===== src/rtl/vga_timing_if.sv =====
// Raster outputs of vga_timing, shared by every overlay generator downstream.
interface vga_timing_if;
  logic [9:0]  xCount;
  logic [9:0]  yCount;
  logic        hsync;
  logic        vsync;
  logic        video_on;
  logic        pix_tick;
  logic        frame_start;
  logic [15:0] frame_count;

  modport master (
    output xCount, yCount, hsync, vsync, video_on,
           pix_tick, frame_start, frame_count
  );

  modport slave (
    input xCount, yCount, hsync, vsync, video_on,
          pix_tick, frame_start, frame_count
  );
endinterface


===== src/rtl/vga_timing.sv =====
// 640x480@60 raster generator: pixel-rate divider, x/y counters, registered
// sync/blanking decode and a one-clk frame-start strobe with a frame counter.
module vga_timing #(
  parameter int H_ACTIVE = 640,
  parameter int H_FP     = 16,
  parameter int H_SYNC   = 96,
  parameter int H_BP     = 48,
  parameter int V_ACTIVE = 480,
  parameter int V_FP     = 10,
  parameter int V_SYNC   = 2,
  parameter int V_BP     = 33,
  parameter int CLK_DIV  = 2
) (
  input  logic         clk,
  input  logic         rst,
  vga_timing_if.master vga
);

  localparam int H_TOTAL = H_ACTIVE + H_FP + H_SYNC + H_BP;
  localparam int V_TOTAL = V_ACTIVE + V_FP + V_SYNC + V_BP;
  localparam int DIV_W   = (CLK_DIV > 1) ? $clog2(CLK_DIV) : 1;

  localparam logic [9:0] X_LAST       = 10'(H_TOTAL - 1);
  localparam logic [9:0] Y_LAST       = 10'(V_TOTAL - 1);
  localparam logic [9:0] X_ACT_END    = 10'(H_ACTIVE);
  localparam logic [9:0] Y_ACT_END    = 10'(V_ACTIVE);
  localparam logic [9:0] H_SYNC_START = 10'(H_ACTIVE + H_FP);
  localparam logic [9:0] H_SYNC_END   = 10'(H_ACTIVE + H_FP + H_SYNC);
  localparam logic [9:0] V_SYNC_START = 10'(V_ACTIVE + V_FP);
  localparam logic [9:0] V_SYNC_END   = 10'(V_ACTIVE + V_FP + V_SYNC);

  logic        pix_tick;
  logic [9:0]  x_count;
  logic [9:0]  y_count;
  logic [9:0]  x_next;
  logic [9:0]  y_next;
  logic        hsync;
  logic        vsync;
  logic        video_on;
  logic        frame_start;
  logic [15:0] frame_count;

  // With a divide-by-one build there is no divider register at all.
  generate
    if (CLK_DIV > 1) begin : g_div
      logic [DIV_W-1:0] div;

      always_ff @(posedge clk or negedge rst) begin
        if (!rst) begin
          div <= '0;
        end else if (div == DIV_W'(CLK_DIV - 1)) begin
          div <= '0;
        end else begin
          div <= div + 1'b1;
        end
      end

      assign pix_tick = (div == DIV_W'(CLK_DIV - 1));
    end else begin : g_nodiv
      assign pix_tick = 1'b1;
    end
  endgenerate

  always_comb begin
    x_next = x_count + 10'd1;
    y_next = y_count;
    if (x_count == X_LAST) begin
      x_next = '0;
      y_next = (y_count == Y_LAST) ? 10'd0 : y_count + 10'd1;
    end
  end

  // Sync and blanking are decoded from the next position so that they change
  // on the same edge as the counters and always describe the current pixel.
  always_ff @(posedge clk or negedge rst) begin
    if (!rst) begin
      x_count     <= X_LAST;
      y_count     <= Y_LAST;
      hsync       <= 1'b1;
      vsync       <= 1'b1;
      video_on    <= 1'b0;
      frame_start <= 1'b0;
      frame_count <= '0;
    end else begin
      frame_start <= 1'b0;
      if (pix_tick) begin
        x_count  <= x_next;
        y_count  <= y_next;
        hsync    <= !((x_next >= H_SYNC_START) && (x_next < H_SYNC_END));
        vsync    <= !((y_next >= V_SYNC_START) && (y_next < V_SYNC_END));
        video_on <= (x_next < X_ACT_END) && (y_next < Y_ACT_END);
        if ((x_next == 10'd0) && (y_next == 10'd0)) begin
          frame_start <= 1'b1;
          frame_count <= frame_count + 16'd1;
        end
      end
    end
  end

  assign vga.xCount      = x_count;
  assign vga.yCount      = y_count;
  assign vga.hsync       = hsync;
  assign vga.vsync       = vsync;
  assign vga.video_on    = video_on;
  assign vga.pix_tick    = pix_tick;
  assign vga.frame_start = frame_start;
  assign vga.frame_count = frame_count;

endmodule

===== src/flat_wrapper.sv =====
// flat-port wrapper written by rule: the top's interface ports become plain ports
module vga_timing_flat 
#(
  parameter int H_ACTIVE = 640,
  parameter int H_FP     = 16,
  parameter int H_SYNC   = 96,
  parameter int H_BP     = 48,
  parameter int V_ACTIVE = 480,
  parameter int V_FP     = 10,
  parameter int V_SYNC   = 2,
  parameter int V_BP     = 33,
  parameter int CLK_DIV  = 2
)
  (clk, rst, vga_xCount, vga_yCount, vga_hsync, vga_vsync, vga_video_on, vga_pix_tick, vga_frame_start, vga_frame_count);
  vga_timing_if vga_i ();
  input  logic clk;
  input  logic rst;
  output wire logic [$bits(vga_i.xCount)-1:0] vga_xCount;
  output wire logic [$bits(vga_i.yCount)-1:0] vga_yCount;
  output wire logic [$bits(vga_i.hsync)-1:0] vga_hsync;
  output wire logic [$bits(vga_i.vsync)-1:0] vga_vsync;
  output wire logic [$bits(vga_i.video_on)-1:0] vga_video_on;
  output wire logic [$bits(vga_i.pix_tick)-1:0] vga_pix_tick;
  output wire logic [$bits(vga_i.frame_start)-1:0] vga_frame_start;
  output wire logic [$bits(vga_i.frame_count)-1:0] vga_frame_count;
  assign vga_xCount = vga_i.xCount;
  assign vga_yCount = vga_i.yCount;
  assign vga_hsync = vga_i.hsync;
  assign vga_vsync = vga_i.vsync;
  assign vga_video_on = vga_i.video_on;
  assign vga_pix_tick = vga_i.pix_tick;
  assign vga_frame_start = vga_i.frame_start;
  assign vga_frame_count = vga_i.frame_count;
  vga_timing #(.H_ACTIVE(H_ACTIVE), .H_FP(H_FP), .H_SYNC(H_SYNC), .H_BP(H_BP), .V_ACTIVE(V_ACTIVE), .V_FP(V_FP), .V_SYNC(V_SYNC), .V_BP(V_BP), .CLK_DIV(CLK_DIV)) u_core (.clk(clk), .rst(rst), .vga(vga_i));
endmodule

===== config.mk =====
export PLATFORM = sky130hd
export DESIGN_NAME = vga_timing_flat
export DESIGN_NICKNAME = d
export VERILOG_FILES = /design/src/rtl/vga_timing_if.sv /design/src/rtl/vga_timing.sv /design/src/flat_wrapper.sv
export SDC_FILE = /design/constraint.sdc
export NUM_CORES = 1
export LEC_CHECK = 0
export CAP_MARGIN = 0
export CORE_UTILIZATION = 50
export CTS_BUF_LIST = sky130_fd_sc_hd__clkbuf_8
export DETAILED_ROUTE_END_ITERATION = 6
export PLACE_DENSITY = 0.78
export SLEW_MARGIN = 20
export SYNTH_ARGS = -nofsm -noshare
export SYNTH_HDL_FRONTEND = slang
export SYNTH_SLANG_ARGS = --single-unit

===== constraint.sdc =====
create_clock -name clk -period 9.3 [get_ports clk]
set_clock_uncertainty 0.2 [all_clocks]
set_input_delay 1.395 -clock clk [delete_from_list [all_inputs] [get_ports clk]]
set_output_delay 1.395 -clock clk [all_outputs]
set_load 0.05 [all_outputs]

== Word level (Yosys, flattened, before mapping) ==
Cells that the tools add are included.
Storage, ports and cells
  flip-flop bits (word level): 41
  input bits: 2
  word-level logic and storage cells: 35
  output and inout port bits: 41
Operators by class
  order comparisons: 6
  equality and inequality tests: 2
  reductions and logical operators: 9
  add/subtract/negate cells: 4
  muxes and demuxes: 6
Operator list (number)
  $mux 10: 3
  $add 10x1->10 const B: 2
  $eq 10x10->1 const B: 2
  $logic_not 10->1: 2
  $lt 10x10->1 const B: 2
  $lt 10x9->1 const B: 2
  $add 16x1->16 const B: 1
  $ge 10x10->1 const B: 1
  $ge 10x9->1 const B: 1
  $logic_and 1x1->1: 4
  $mux 1: 3
  $logic_not 1->1: 2
  $reduce_and 2->1: 1
  $add 1x1->1 const B: 1

== Longest topological paths before layout ==
Gate-level depths: netlist of run 1.
  word-level depth: 7
  gate-level depth with buffers: 12
  gate-level depth less buffers: 9

== Worst setup path before layout of run 1 ==
OpenSTA, ideal clock, no wires.
  kind: reg-to-reg
  start point: register u_core.y_count[0] (netlist: u_core.vga.yCount[0])
  end point: register u_core.frame_count[1] (netlist: u_core.vga.frame_count[1])
  cell stages (with the launch flop): 12
  buffers on the path: 2
  library setup time: 0.127 ns
  path slack: 5.942 ns
  data required time: 8.973 ns
  arrival time: 3.031 ns
  clock period less this slack: 3.358 ns
  path through: dfrtp_1 clkbuf_1 inv_1 ha_1 nand4_1 or4_4 buf_6 a311oi_4 o31ai_2 nor4_4 and2_4 mux2_1
On the way
  word-level cells in the longest chain between the ends: 6
  elaborated cells on any way between the ends: 7
  those cells by class: add/sub: 1; eq/ne: 1; mux: 2; reduce/logical: 3
RTL lines
  from (decl): RTL line vga_timing.sv:34  | logic [9:0] y_count;
  from (signal assigned): RTL line vga_timing.sv:88  | y_count <= y_next;
  $add 10x1->10 or $eq 10x10->1 (tied branches): RTL line vga_timing.sv:69  | y_next = (y_count == Y_LAST) ? 10'd0 : y_count + 10'd1;
  $mux 10: RTL line vga_timing.sv:69
  $mux 10 *: RTL line vga_timing.sv:67  | if (x_count == X_LAST) begin
  $logic_not 10->1 *: RTL line vga_timing.sv:92  | if ((x_next == 10'd0) && (y_next == 10'd0)) begin
  $logic_and 1x1->1 *: RTL line vga_timing.sv:92
  $reduce_and 2->1 (no line) *
  to (signal assigned): RTL line vga_timing.sv:94  | frame_count <= frame_count + 16'd1;
  to (decl): RTL line vga_timing.sv:41  | logic [15:0] frame_count;
Every way passes the cells marked *; elsewhere a longest branch is shown, timed or not.
A chain may end at the register's enable or synchronous reset.

== Worst setup path in the final report of run 1 ==
  start point: register u_core.x_count[0] (netlist: u_core.vga.xCount[0])
  end point: register u_core.frame_count[1] (netlist: u_core.vga.frame_count[1])
On the way
  word-level cells in the longest chain between the ends: 5
  elaborated cells on any way between the ends: 8
  those cells by class: add/sub: 1; eq/ne: 1; mux: 2; reduce/logical: 4
RTL lines
  from (decl): RTL line vga_timing.sv:33  | logic [9:0] x_count;
  from (signal assigned): RTL line vga_timing.sv:87  | x_count <= x_next;
  $add 10x1->10 or $eq 10x10->1 (tied branches): RTL line vga_timing.sv:65, vga_timing.sv:67
  $mux 10: RTL line vga_timing.sv:67
  $logic_not 10->1: RTL line vga_timing.sv:92
  $logic_and 1x1->1 *: RTL line vga_timing.sv:92
  $reduce_and 2->1 (no line) *
Marks and branches as above.

==> impl_metrics.json, run 1 <==
{
  "run_status": "completed",
  "synthTopCellsByCount": "29 x sky130_fd_sc_hd__dfrtp_1, 21 x sky130_fd_sc_hd__nand2_1, 21 x sky130_fd_sc_hd__xnor2_1",
  "gr-total-overflow": 0,
  "layout_min_cycle_time_ns": 4.113,
  "grt_pass1_wl_um": 9963,
  "initialDrtViolationCount": 113,
  "post_drt_wl_per_cell_um": 16.35,
  "total_of_cells_resized_after_clock_tree_synthesis": 0,
  "ioPinCount": 43,
  "ys_warn_count": 0,
  "cts_setup_buffers": 0,
  "clock_tree.buffer_depth": 2,
  "final.hold.worst_slack_ns": 0.2852,
  "finalWeightedCongestion": 0.8156,
  "vias": 2231,
  "groute.usage.overall": 0.2427,
  "floorplan.die_area_um2": 5529,
  "vias_per_cell": 6.013,
  "critPathMaxStageDelay_ns": 0.90,
  "finalNetCount": 310,
  "cts_hold_buffers": 0,
  "avgSynthCellArea_um2": 9.553,
  "top_layer": "met4",
  "setup_viol": 0,
  "final_min_period_over_clock_period": 0.4423,
  "grt_antenna_before_repair": 0,
  "dr_wl_met3_um": 312,
  "crit_path_cell_trace": "ha_1, nand4_1, nor3_2, o21ai_0, a221oi_4, and2_4, mux2_1",
  "grt_max_degree": 42,
  "antenna_cells": 0,
  "drive_above_1_share": 0.1250,
  "antenna_left": 0,
  "core.rowCount": 25,
  "ys_ff_latch": 41,
  "route.layer.met1.wl_um": 2863,
  "maxClockFrequency_ghz": 0.2431,
  "worstSkewPairLatency_ns": 0.30,
  "synth-async-reset-ratio": 1.000,
  "cpLargestDelayFamily": "simple AND/OR/NAND/NOR gates",
  "grt_pass1_vias": 2059,
  "ys_dominant_reg_cell": "sky130_fd_sc_hd__dfrtp_1",
  "synthTopCellsByArea": "sky130_fd_sc_hd__dfrtp_1 28%, sky130_fd_sc_hd__dfstp_2 12%, sky130_fd_sc_hd__xnor2_1 7.0%",
  "criticalPathCategory": "flop to flop",
  "tritoncts_clock_tree": "built",
  "crit_buf_inv": 0,
  "post-synth-top-count-cell": "sky130_fd_sc_hd__dfrtp_1",
  "yosysTopAreaCell": "sky130_fd_sc_hd__dfrtp_1",
  "rsz_0062_raised_after_global_routing": "no",
  "worst_setup_path_start_kind": "flop",
  "first_pass_drt_iterations": 4,
  "start_util": 0.5364,
  "crit_arrival_ns": 4.10,
  "clock_tree.root_cell": "sky130_fd_sc_hd__clkbuf_8",
  "hp-class": "flop to flop",
  "total_nets_after_synthesis": 281,
  "fp.coreArea_um2": 4880,
  "detailroute.wirelength.met2_um": 2754,
  "die_width_um": 74.36,
  "place.port_buffers": 42,
  "hpwl_um": 4366,
  "ir_worst_vdd_mv": 0.07006,
  "netlist_area_um2": 2618,
  "p_leak_nw": 1.234,
  "clock-sinks": 41,
  "worstMarginPinSlew_ns": 1.043,
  "cts_buffers": 5,
  "final_hold_viol_count": 0,
  "synth_enable_flop_cells": 0,
  "maxCapViolCount": 0,
  "cts_htree_levels": 2,
  "synth_top_cell_area_share": 0.2772,
  "cp_max_fo": 17,
  "path_clk_slew_ns": 0.08,
  "floorplan.die.height_um": 74.36,
  "yosysUniqueCellTypes": 64,
  "syn_inst": 274,
  "timing.critical_path.required_ns": 9.28,
  "drc": 0,
  "power.density_nw_per_um2": 103.5,
  "area.growth.synth_to_final_pct": 19.22,
  "cpMaxStageDelayCell": "sky130_fd_sc_hd__nor3_2",
  "cp-end-kind": "flop",
  "timing.max_slew.rel_slack": 0.3006,
  "synth_sequential_area_ratio": 0.3977,
  "final_max_slew_viol_count": 0,
  "fin_setup_tns_ns": 0,
  "drt_wl_total_um": 6065
}
registers in the layout, summed over array words and instances, names as in the netlist:
name and flops:
u_core.vga.frame_count 16, u_core.vga.frame_start 1, u_core.vga.hsync 1, u_core.vga.pix_tick 1
u_core.vga.video_on 1, u_core.vga.vsync 1, u_core.vga.xCount 10, u_core.vga.yCount 10
cell families (layout without fill, tap and decap cells):
kind of cell    Yosys count  in the layout  share of synthesized area
simple gates            118            118                     0.2639
compound gates           52             52                     0.1577
flops                    41             41                     0.3977
buf+inv                  28             58                    0.05258
xor+xnor                 25             25                    0.08365
fa+ha+maj                 5              5                    0.02390
mux                       5              5                    0.02055
cell usage in the layout (no fill, tap or decap), types with 2 or more instances in the layout:
| cell type | n |
|---|---|
| sky130_fd_sc_hd__o31ai_1 | 5 |
| sky130_fd_sc_hd__nor2_1 | 10 |
| sky130_fd_sc_hd__dfstp_2 | 12 |
| sky130_fd_sc_hd__and4_1 | 3 |
| sky130_fd_sc_hd__a21oi_1 | 4 |
| sky130_fd_sc_hd__dfrtp_1 | 29 |
| sky130_fd_sc_hd__ha_1 | 5 |
| sky130_fd_sc_hd__nand4_1 | 20 |
| sky130_fd_sc_hd__nor4_1 | 4 |
| sky130_fd_sc_hd__or2_2 | 2 |
| sky130_fd_sc_hd__or3b_1 | 2 |
| sky130_fd_sc_hd__and2_1 | 6 |
| sky130_fd_sc_hd__mux2i_1 | 2 |
| sky130_fd_sc_hd__xnor2_1 | 21 |
| sky130_fd_sc_hd__clkbuf_8 | 5 |
| sky130_fd_sc_hd__a211oi_1 | 2 |
| sky130_fd_sc_hd__mux2_2 | 2 |
| sky130_fd_sc_hd__a31oi_1 | 4 |
| sky130_fd_sc_hd__a211o_1 | 2 |
| sky130_fd_sc_hd__nor3_1 | 8 |
| sky130_fd_sc_hd__nor2b_1 | 2 |
| sky130_fd_sc_hd__clkdlybuf4s50_1 | 41 |
| sky130_fd_sc_hd__o211ai_1 | 2 |
| sky130_fd_sc_hd__inv_1 | 8 |
| sky130_fd_sc_hd__nand2_1 | 21 |
| sky130_fd_sc_hd__xor2_1 | 4 |
| sky130_fd_sc_hd__and3_1 | 11 |
| sky130_fd_sc_hd__nand3_1 | 17 |
| sky130_fd_sc_hd__o21ai_0 | 14 |
metal layers:
| metal | GRT usage | vias up |
|---|---|---|
| li1 | - | 1072 |
| met1 | 0.3391 | 1075 |
| met2 | 0.3737 | 74 |
| met3 | 0.05149 | 10 |
| met4 | 0.08595 | 0 |
| met5 | 0 | - |
worst reg2reg max path, cell delays in order (launching register included):
cell and delay, ns:
sky130_fd_sc_hd__dfstp_2 0.62, sky130_fd_sc_hd__ha_1 0.30, sky130_fd_sc_hd__nand4_1 0.23, sky130_fd_sc_hd__nor3_2 0.90, sky130_fd_sc_hd__o21ai_0 0.43, sky130_fd_sc_hd__a221oi_4 0.71
sky130_fd_sc_hd__and2_4 0.29, sky130_fd_sc_hd__mux2_1 0.33
final timing paths:
path / startpoint / end / slack [ns] / depth (start not counted)
setup / recovery: u_core.vga.xCount[0] / u_core.vga.frame_count[1] / 5.19 / 7
hold / removal: u_core.vga.frame_count[15] / u_core.vga.frame_count[15] / 0.29 / 1
setup reg to reg: u_core.vga.xCount[0] / u_core.vga.frame_count[1] / 5.19 / 7
hold reg to reg: u_core.vga.frame_count[15] / u_core.vga.frame_count[15] / 0.29 / 1
max in group asynchronous: rst / u_core.vga.frame_count[7] / 7.30 / 1
min in group asynchronous: rst / u_core.vga.xCount[5] / 1.02 / 1
layout make-up:
type	count	area, µm²
Multi-Input combinational cell	205	1439
Inverter	7	26.28
Clock buffer	5	68.82
Sequential cell	41	1041
Fill cell	429	1759
Clock inverter	3	38.79
Tap cell	67	83.83
Timing Repair Buffer	43	422.9
stage by stage:
stage,setup slack [ns],cell area (µm²),util,std cells,power (W)
CTS,5.259,3120,0.6395,371,0.0003282
detailed placement,5.265,3013,0.6174,363,0.0001855
global route,5.018,3120,0.6395,371,0.0003342
floorplan,5.942,2618,-,274,0.0001818
global placement,5.439,3013,0.6174,363,0.0001854
finish,5.187,3120,0.6395,371,0.0003230
power breakdown:
| group | switching (W) | total [W] | internal (W) |
|---|---|---|---|
| Combinational | 0.00000335 | 0.00000350 | 0.000000152 |
| Clock | 0.0000626 | 0.000141 | 0.0000786 |
| Sequential | 0 | 0.000178 | 0.000178 |
| Total | 0.0000659 | 0.000323 | 0.000257 |
No activity file was read; power rests on OpenSTA's default activity.
==> inputs of run 2 (changes only) <==
Settings changed: PLACE_DENSITY 0.78 to 0.81.
Clock period 9.3 ns to 3.62 ns, I/O delays scaled along.
==> run 2 against run 1 <==
  * Via count decreased by 0.54%
  * Largest power group unchanged
  * Sequential power grew to 2.6 times the previous value
  * Highest routed layer unchanged
  * Setup slack got worse by 4.9 ns
  * Die area is the same
  * Count of clock-buffer cells in the layout is the same
  * Register-to-register slack got worse by 4.9 ns
  * Core utilization rose by 1.0 points
  * Critical endpoint is now u_core.vga.video_on
  * Sequential share of layout area fell by 0.51 points
  * Critical path depth shrank 1
  * Cell area grew 1.6%
==> impl_metrics.json, run 2 (synthesis gave the netlist of run 1 again) <==
{
  "initialDrtViolationCount": 222,
  "grt_pass1_wl_um": 10120,
  "cp-end-kind": "flop",
  "hp-class": "primary input to async pin",
  "die_width_um": 74.36,
  "finalWeightedCongestion": 0.8833,
  "clock_tree.buffer_depth": 2,
  "grt_max_degree": 42,
  "busiest_layer": "met2",
  "cpLargestDelayFamily": "simple AND/OR/NAND/NOR gates",
  "pwr-share-seq": 0.555,
  "critical_path_launch_point": "u_core.vga.xCount[9]",
  "fin_setup_tns_ns": 0,
  "place.port_buffers": 42,
  "worstSkewPairLatency_ns": 0.29,
  "critical_path.reg2reg.startpoint": "u_core.vga.xCount[9]",
  "grt_pass1_vias": 2050,
  "timing.max_slew.rel_slack": 0.4121,
  "antenna_left": 0,
  "groute.usage.overall": 0.2387,
  "cts_buffers": 5,
  "share_clk_of_total_power": 0.434,
  "clock_tree.root_cell": "sky130_fd_sc_hd__clkbuf_8",
  "largest_register_ff_count": 16,
  "multi_input_area_um2": 1439,
  "first_pass_drt_iterations": 4,
  "cpMaxStageDelayCell": "sky130_fd_sc_hd__or4_1",
  "drt_wl_total_um": 6006,
  "gr-total-overflow": 0,
  "critPathMaxStageDelay_ns": 0.65,
  "crit_path_cell_trace": "nor3b_1, nand3_1, or4_1, and2_1, a2111oi_0, o32ai_1",
  "ir_worst_vdd_mv": 0.1753,
  "finalNetCount": 317,
  "cts_setup_buffers": 0,
  "setup_viol": 0,
  "final_common_cell": "sky130_fd_sc_hd__clkdlybuf4s50_1",
  "crit_arrival_ns": 3.32,
  "fp.coreArea_um2": 4880,
  "grt.met2_usage": 0.3586,
  "nFillCells": 425,
  "final.hold.worst_slack_ns": 0.1623,
  "p_leak_nw": 1.266,
  "rsz_0062_raised_after_global_routing": "no",
  "vias_per_cell": 5.886,
  "antenna_cells": 0,
  "tritoncts_clock_tree": "built",
  "final-seq-area_um2": 1041,
  "dp.cells": 370,
  "final_min_period_over_clock_period": 0.9294,
  "path_clk_slew_ns": 0.08,
  "worstMarginPinSlew_ns": 0.8818,
  "post_drt_wl_per_cell_um": 15.93,
  "power.net_switching_w": 0.0001664,
  "vias": 2219,
  "hpwl_um": 4251,
  "crit_buf_inv": 0,
  "cp_max_fo": 9,
  "detailed_place.area_um2": 3065,
  "power.density_nw_per_um2": 260.5,
  "ioPinCount": 43,
  "total_of_cells_resized_after_clock_tree_synthesis": 0,
  "most_frequent_cells_in_the_layout": "41 x sky130_fd_sc_hd__clkdlybuf4s50_1, 29 x sky130_fd_sc_hd__dfrtp_1, 21 x sky130_fd_sc_hd__nand2_1, 21 x sky130_fd_sc_hd__xnor2_1, 20 x sky130_fd_sc_hd__nand4_1",
  "criticalPathCategory": "flop to flop",
  "clock-sinks": 41,
  "run_status": "completed",
  "cts_hold_buffers": 0,
  "floorplan.die_area_um2": 5529,
  "drive_above_1_share": 0.1452,
  "core.rowCount": 25,
  "fin_total_pwr_w": 0.0008256,
  "floorplan.die.height_um": 74.36,
  "finish.cell_count_without_fillers": 377,
  "globalRouteMet3Util": 0.03388,
  "layout_min_cycle_time_ns": 3.365,
  "grtUsageMet1": 0.3548,
  "final_hold_viol_count": 0,
  "grt_antenna_before_repair": 0,
  "drc": 0,
  "final_max_slew_viol_count": 0,
  "share_comb_of_total_power": 0.011,
  "maxCapViolCount": 0,
  "intPower_w": 0.0006593,
  "stdcell_area_um2": 3169,
  "start_util": 0.5364,
  "top_register": "u_core.vga.frame_count",
  "worst_setup_path_start_kind": "flop",
  "power_switching_share": 0.2015,
  "maxClockFrequency_ghz": 0.2972,
  "area.growth.synth_to_final_pct": 21.08,
  "cts_htree_levels": 2,
  "timing.critical_path.required_ns": 3.57
}
-- run 2: cell types whose count changed in the layout (fill, tap and decap cells not counted), sizes merged --
| cell | previous run | this run |
|---|---|---|
| buf | 2 | 9 |
| inv | 8 | 7 |
-- run 2: worst paths after layout --
path                       slack [ns]                          to  depth (start not counted)
min reg2reg                      0.29  u_core.vga.frame_count[15]                          1
max reg2reg                      0.26         u_core.vga.video_on                          6
min in group clk                 0.29  u_core.vga.frame_count[15]                          1
max                              0.26         u_core.vga.video_on                          6
min                              0.16        u_core.vga.xCount[5]                          1
max in group asynchronous        2.50  u_core.vga.frame_count[14]                          1
-- run 2: through the flow --
stage,setup slack (ns),util
floorplan,0.2616,-
global placement,0.2841,0.6282
detailed placement,0.3515,0.6282
CTS,0.3035,0.6495
global route,0.05968,0.6495
finish,0.2554,0.6495
-- run 2: final cells by class --
cell class	count	area share
sequential	41	0.3285
tap	67	0.02645
multi-input combinational	205	0.4540
inverter	7	0.008291
clock inverter	2	0.01105
clock buffer	5	0.02171
timing repair buffer	50	0.1500
-- run 2: power by group through the flow --
stage          clock network (W)       logic (W)  registers, W
4_1_cts                 0.000365      0.00000963      0.000458
5_1_grt                 0.000382       0.0000111      0.000458
3_3_place_gp                   0      0.00000929      0.000467
6_report                0.000359      0.00000870      0.000458
2_1_floorplan                  0  0.000000000560      0.000467
3_5_place_dp                   0      0.00000980      0.000467
-- run 2: routing by layer --
metal / up-vias / part of all wire
met3: 5 / 0.058
met5: - / 0
li1: 1086 / -
met1: 1049 / 0.47
met2: 79 / 0.47
met4: 0 / 0.0090
-- run 2: worst register-to-register path: stages, from the launching register on --
cell	delay, ns
sky130_fd_sc_hd__dfstp_2	0.58
sky130_fd_sc_hd__nor3b_1	0.46
sky130_fd_sc_hd__nand3_1	0.42
sky130_fd_sc_hd__or4_1	0.65
sky130_fd_sc_hd__and2_1	0.19
sky130_fd_sc_hd__a2111oi_0	0.59
sky130_fd_sc_hd__o32ai_1	0.15
